**config.mk**
```make
export PLATFORM = sky130hd
export DESIGN_NAME = pulse_timer
export DESIGN_NICKNAME = d
export VERILOG_FILES = /design/src/rtl/pulse_timer.sv
export SDC_FILE = /design/constraint.sdc
export NUM_CORES = 1
export LEC_CHECK = 0
export ABC_AREA = 1
export CORE_MARGIN = 5
export CORE_UTILIZATION = 29
export DETAILED_ROUTE_END_ITERATION = 10
export RECOVER_POWER = 25
export SETUP_SLACK_MARGIN = 0.15
export SYNTH_ARGS = -nofsm -noshare
export SYNTH_HDL_FRONTEND = slang
export SYNTH_SLANG_ARGS = --single-unit
```
**constraint.sdc**
```tcl
create_clock -name clk -period 2.04 [get_ports clk]
set_input_delay 0.408 -clock clk [delete_from_list [all_inputs] [get_ports clk]]
set_output_delay 0.408 -clock clk [all_outputs]
set_load 0.01 [all_outputs]
```
**src/rtl/pulse_timer.sv**
```systemverilog
// Pulse-width timer: timestamps each high pulse on sig_in and queues {start, width, sat} in a 2-deep FIFO.
// Record pushed on the fall edge, visible the next cycle; out_ready backpressure; a push into a full FIFO with no pop is dropped and counted.
module pulse_timer (
    input  logic       clk,
    input  logic       rst,
    input  logic [7:0] timestamp,
    input  logic       sig_in,
    input  logic       out_ready,
    output logic       out_valid,
    output logic [7:0] out_start,
    output logic [7:0] out_width,
    output logic       out_sat,
    output logic [7:0] drop_cnt
);

    typedef enum logic {IDLE, HIGH} state_t;

    typedef struct packed {
        logic [7:0] start;
        logic [7:0] width;
        logic       sat;
    } rec_t;

    state_t     state_q, state_d;
    logic       sig_prev_q, sig_prev_d;
    logic [7:0] start_ts_q, start_ts_d;
    logic [7:0] run_cnt_q, run_cnt_d;
    logic       long_q, long_d;
    rec_t       head_q, head_d;
    rec_t       tail_q, tail_d;
    logic [1:0] count_q, count_d;
    logic [7:0] drop_q, drop_d;

    logic       push;
    logic       pop;
    logic [1:0] occ;
    rec_t       rec;

    always_comb begin
        state_d    = state_q;
        sig_prev_d = sig_in;
        start_ts_d = start_ts_q;
        run_cnt_d  = run_cnt_q;
        long_d     = long_q;
        push       = 1'b0;

        // Modular subtraction gives the right width even when the pulse spans the timestamp wrap.
        rec.start = start_ts_q;
        rec.width = long_q ? 8'hFF : (timestamp - start_ts_q);
        rec.sat   = long_q;

        case (state_q)
            IDLE: begin
                if (sig_in && !sig_prev_q) begin
                    state_d    = HIGH;
                    start_ts_d = timestamp;
                    run_cnt_d  = 8'd1;
                    long_d     = 1'b0;
                end
            end
            HIGH: begin
                if (sig_in) begin
                    if (run_cnt_q == 8'hFF) begin
                        long_d = 1'b1;
                    end else begin
                        run_cnt_d = run_cnt_q + 8'd1;
                    end
                end else begin
                    push    = 1'b1;
                    state_d = IDLE;
                end
            end
            default: state_d = IDLE;
        endcase

        // Pop is applied first so a push into a full FIFO with a simultaneous pop still lands.
        pop     = (count_q != 2'd0) && out_ready;
        occ     = count_q - {1'b0, pop};
        head_d  = head_q;
        tail_d  = tail_q;
        count_d = occ;
        drop_d  = drop_q;

        if (pop) begin
            head_d = tail_q;
        end

        if (push) begin
            if (occ == 2'd0) begin
                head_d  = rec;
                count_d = 2'd1;
            end else if (occ == 2'd1) begin
                tail_d  = rec;
                count_d = 2'd2;
            end else if (drop_q != 8'hFF) begin
                drop_d = drop_q + 8'd1;
            end
        end
    end

    always_ff @(posedge clk) begin
        if (rst) begin
            state_q    <= IDLE;
            sig_prev_q <= 1'b1;
            start_ts_q <= 8'd0;
            run_cnt_q  <= 8'd0;
            long_q     <= 1'b0;
            head_q     <= '0;
            tail_q     <= '0;
            count_q    <= 2'd0;
            drop_q     <= 8'd0;
        end else begin
            state_q    <= state_d;
            sig_prev_q <= sig_prev_d;
            start_ts_q <= start_ts_d;
            run_cnt_q  <= run_cnt_d;
            long_q     <= long_d;
            head_q     <= head_d;
            tail_q     <= tail_d;
            count_q    <= count_d;
            drop_q     <= drop_d;
        end
    end

    assign out_valid = (count_q != 2'd0);
    assign out_start = head_q.start;
    assign out_width = head_q.width;
    assign out_sat   = head_q.sat;
    assign drop_cnt  = drop_q;

endmodule

```
==> out/results.txt <==
Skew-Pair Late Insertion Delay -> 340 ps
DR WL/cell -> 12.83 um
Critical R2R Launch -> count_q[1]
Worst setup SP type -> flop
Total Routing Usage GR -> 12.83%
Die Height -> 112.0 um
CTS tree -> built
peak supply drop -> 0.0002634 V
first-pass GRT wire length -> 13.17 mm
Comb pwr share -> 26.1%
Worst path max stage delay -> 340 ps
Antenna diodes -> 0
DR vias -> 2857
Reg power frac -> 39.1%
status -> finished, final reports clean
initial antenna violation count -> 0
Least-Margin Pin Slew -> 431.9 ps
min cycle time layout -> 1962 ps
Yosys reg bits -> 63
critical path's slowest cell -> dfxtp_4
Worst Path Arrival -> 2190 ps
largest net degree at the start of global routing -> 20
class of the worst hold path -> input pin to flop
Mapped Area -> 3014 sq um
total power draw -> 3.507 mW
Final Hold Fails -> 0
die area -> 12530 sq um
nets -> 499
Slew Limit Fails -> 0
Area Overhead vs Synth -> 39.68%
Sum Neg Setup Slack -> 0 ps
CTS clk-pin slew, worst paths -> 70 ps
I/O Buffers -> 37
# clock sinks -> 63
Initial Util -> 29.46%
Ys Warns -> 0
sequential fraction of the synthesis area -> 41.84%
Async S/R FF share, synth -> 0%
DR iter-0 viols -> 87
GPL Wtd Cong -> 0.8150
Worst Path Max Fanout -> 5
Root Driver -> clkbuf_8
TritonCTS Buffers -> 9
filler instances -> 1015
sink of the worst hold path -> start_ts_q[0]
CP Capture Type -> flop
Pint -> 2.494 mW
GRT Residual Overflow -> 0
Critical R2R Capture -> drop_cnt[2]
Crit Path Category -> flop to flop
R2R setup slack -> 80 ps
skew final -> 9.204 ps
Main synth FF type -> dfxtp_1
Critical Path RT -> 2270 ps
Net Count, Synth -> 432
distinct cell type count after synthesis -> 38
vias in the first global route -> 2837
CORE AREA -> 10230 sq um
Synth Area per Inst -> 7.406 sq um
vias per cell -> 4.646
Pwr per Cell Area -> 833.0 nW/um^2
final WL -> 7.891 mm
ratio of final minimum period to clock period -> 96.20%
Mapped Cells -> 407
# DRC -> 0
row cnt -> 37
clk buf depth -> 2
Clk pwr share -> 34.8%
ratio of cells with drive above 1 in the final layout -> 20.46%
Post-synth EDFFs -> 0
worst hold start -> timestamp[0]
RSZ-0062 raised after global routing -> true
detailed placement HPWL -> 5.618 mm
P_sw -> 1.013 mW
Hold Crit Depth -> 3
worst r2r path cells -> 11
CP cell instances -> or2_4, nand2_4, inv_4, ha_4, xnor2_4, ha_4, nor3_4, o21ai_4, buf_4, nand2_1, a21oi_2
H-tree depth -> 3
Routed Antenna Nets -> 0
DRT Pass-1 Iters -> 4
fmax -> 509.6 MHz
Max Cap Viol -> 0
Die X -> 112.0 um
Final Setup Violations -> 0
most common cell type on the critical path -> ha_4
slew margin rel. -> 71.17%
# IOs -> 38
Switching Fraction -> 28.87%
leakage power -> 1.713 nW
CTS Hold Bufs -> 0
==> cell usage after synthesis, types with 2 or more instances <==
master	number	area (sq um)
nor2_1	38	142.6
buf_2	3	15.01
dfxtp_1	63	1261
a31oi_1	3	18.77
nor3_1	4	20.02
nand2_4	2	22.52
buf_6	3	33.78
o22ai_1	9	56.30
nand2_2	3	18.77
ha_1	12	150.1
or2_1	2	12.51
o21ai_0	49	245.2
nand3_1	20	100.1
inv_2	3	11.26
clkbuf_1	3	11.26
nand2_1	69	259.0
xor2_1	4	35.03
nor2_2	2	12.51
xnor2_1	3	26.28
a21oi_1	39	195.2
nand4_1	4	25.02
inv_1	52	195.2
or2_2	2	12.51
==> critical path: cells and delay by family, from the launching register on <==
kind / cells / cell delay (ps)
XOR/XNOR: 1 / 150
AND/OR/NAND/NOR: 4 / 630
flip-flops: 1 / 340
buffers and inverters: 2 / 190
AO/OA/AOI/OAI: 2 / 180
adder cells (fa/ha/maj): 2 / 360
==> registers in the layout (all words and copies together) (netlist names) <==
name        flops
drop_cnt        8
start_ts_q      8
tail_q         17
sig_prev_q      1
out_width       8
long_q          1
count_q         2
run_cnt_q       8
out_start       8
state_q         1
out_sat         1
==> worst max-delay path by stage <==
stage,from,to,slack [ps],depth (start not counted)
6_report,count_q[1],drop_cnt[2],80,11
5_1_grt,count_q[1],tail_q[6],-30,14
4_1_cts,count_q[1],drop_cnt[2],90,11
3_5_place_dp,out_ready,drop_cnt[2],-260,11
3_3_place_gp,out_ready,drop_cnt[3],-240,11
2_1_floorplan,count_q[1],tail_q[6],-6,13
==> area by class of cell <==
type	instances	area, sq um	share of cell area (%)
multi-input cells	277	1688	40.09
flip-flops and latches	63	1265	30.04
repair buffers	66	633.1	15.04
inverters	57	231.5	5.498
well taps	136	170.2	4.042
clock buffers	11	141.4	3.358
clock inverters	5	81.33	1.932
==> through the flow <==
stage          setup WS [ps]  util [%]  std cells  instance area (sq um)  hold slack [ps]
6_report               77.58     41.15        615                   4210            367.7
2_1_floorplan         -5.987         -        407                   3085            425.3
5_1_grt               -28.34     41.15        615                   4210            379.0
4_1_cts                89.19     39.67        611                   4059            459.3
3_3_place_gp          -242.7     36.54        591                   3739            434.9
3_5_place_dp          -263.0     36.54        591                   3739            449.0
==> metal layers <==
metal  share of wire (%)  wire (um)  GRT usage (%)  vias up
met1                  46       3593          15.58     1324
met5                   0          0              0        -
li1                    -          -              -     1468
met3                 3.5        277          3.913        7
met4                0.96         76          3.285        0
met2                  50       3944          22.14       58
==> repair_timing <==
action                                  CTS  global route
endpoints found under the setup margin   35            41
gates cloned                              1             1
pin swaps                                13            13
resized for setup                        31            35
setup buffers                             3             3
==> cell families (layout without fill, tap and decap cells) <==
| kind of cell | after synthesis | count (layout) | share of synthesized area, % |
|---|---|---|---|
| buffers and inverters | 68 | 139 | 9.547 |
| AO/OA/AOI/OAI | 105 | 106 | 18.60 |
| flip-flops | 63 | 63 | 41.84 |
| AND/OR/NAND/NOR | 151 | 151 | 22.33 |
| XOR/XNOR | 7 | 7 | 2.034 |
| adder cells (fa/ha/maj) | 13 | 13 | 5.645 |
==> power by group through the flow <==
| stage | clock network [mW] | registers [mW] | logic [mW] |
|---|---|---|---|
| detailed placement | 0 | 1.40 | 0.860 |
| global route | 1.31 | 1.38 | 1.01 |
| CTS | 1.25 | 1.37 | 0.904 |
| finish | 1.22 | 1.37 | 0.914 |
| global placement | 0 | 1.40 | 0.841 |
| floorplan | 0 | 1.43 | 0.496 |
==> cell usage in the layout, fill, tap and decap left out, types with 4 or more instances in the layout <==
cell,n
nand2_1,64
nor2_1,34
o21ai_0,30
nor2_4,5
o22ai_1,9
nand2_2,6
nand2_4,4
nor3_1,4
ha_1,9
dfxtp_1,62
a21oi_2,5
a21oi_1,34
o21ai_2,11
o21ai_4,4
clkdlybuf4s50_1,34
buf_4,22
inv_1,49
clkbuf_8,10
o21ai_1,7
nand3_1,18
xor2_1,4
nand4_1,4
No activity file was read; power rests on OpenSTA's default activity.
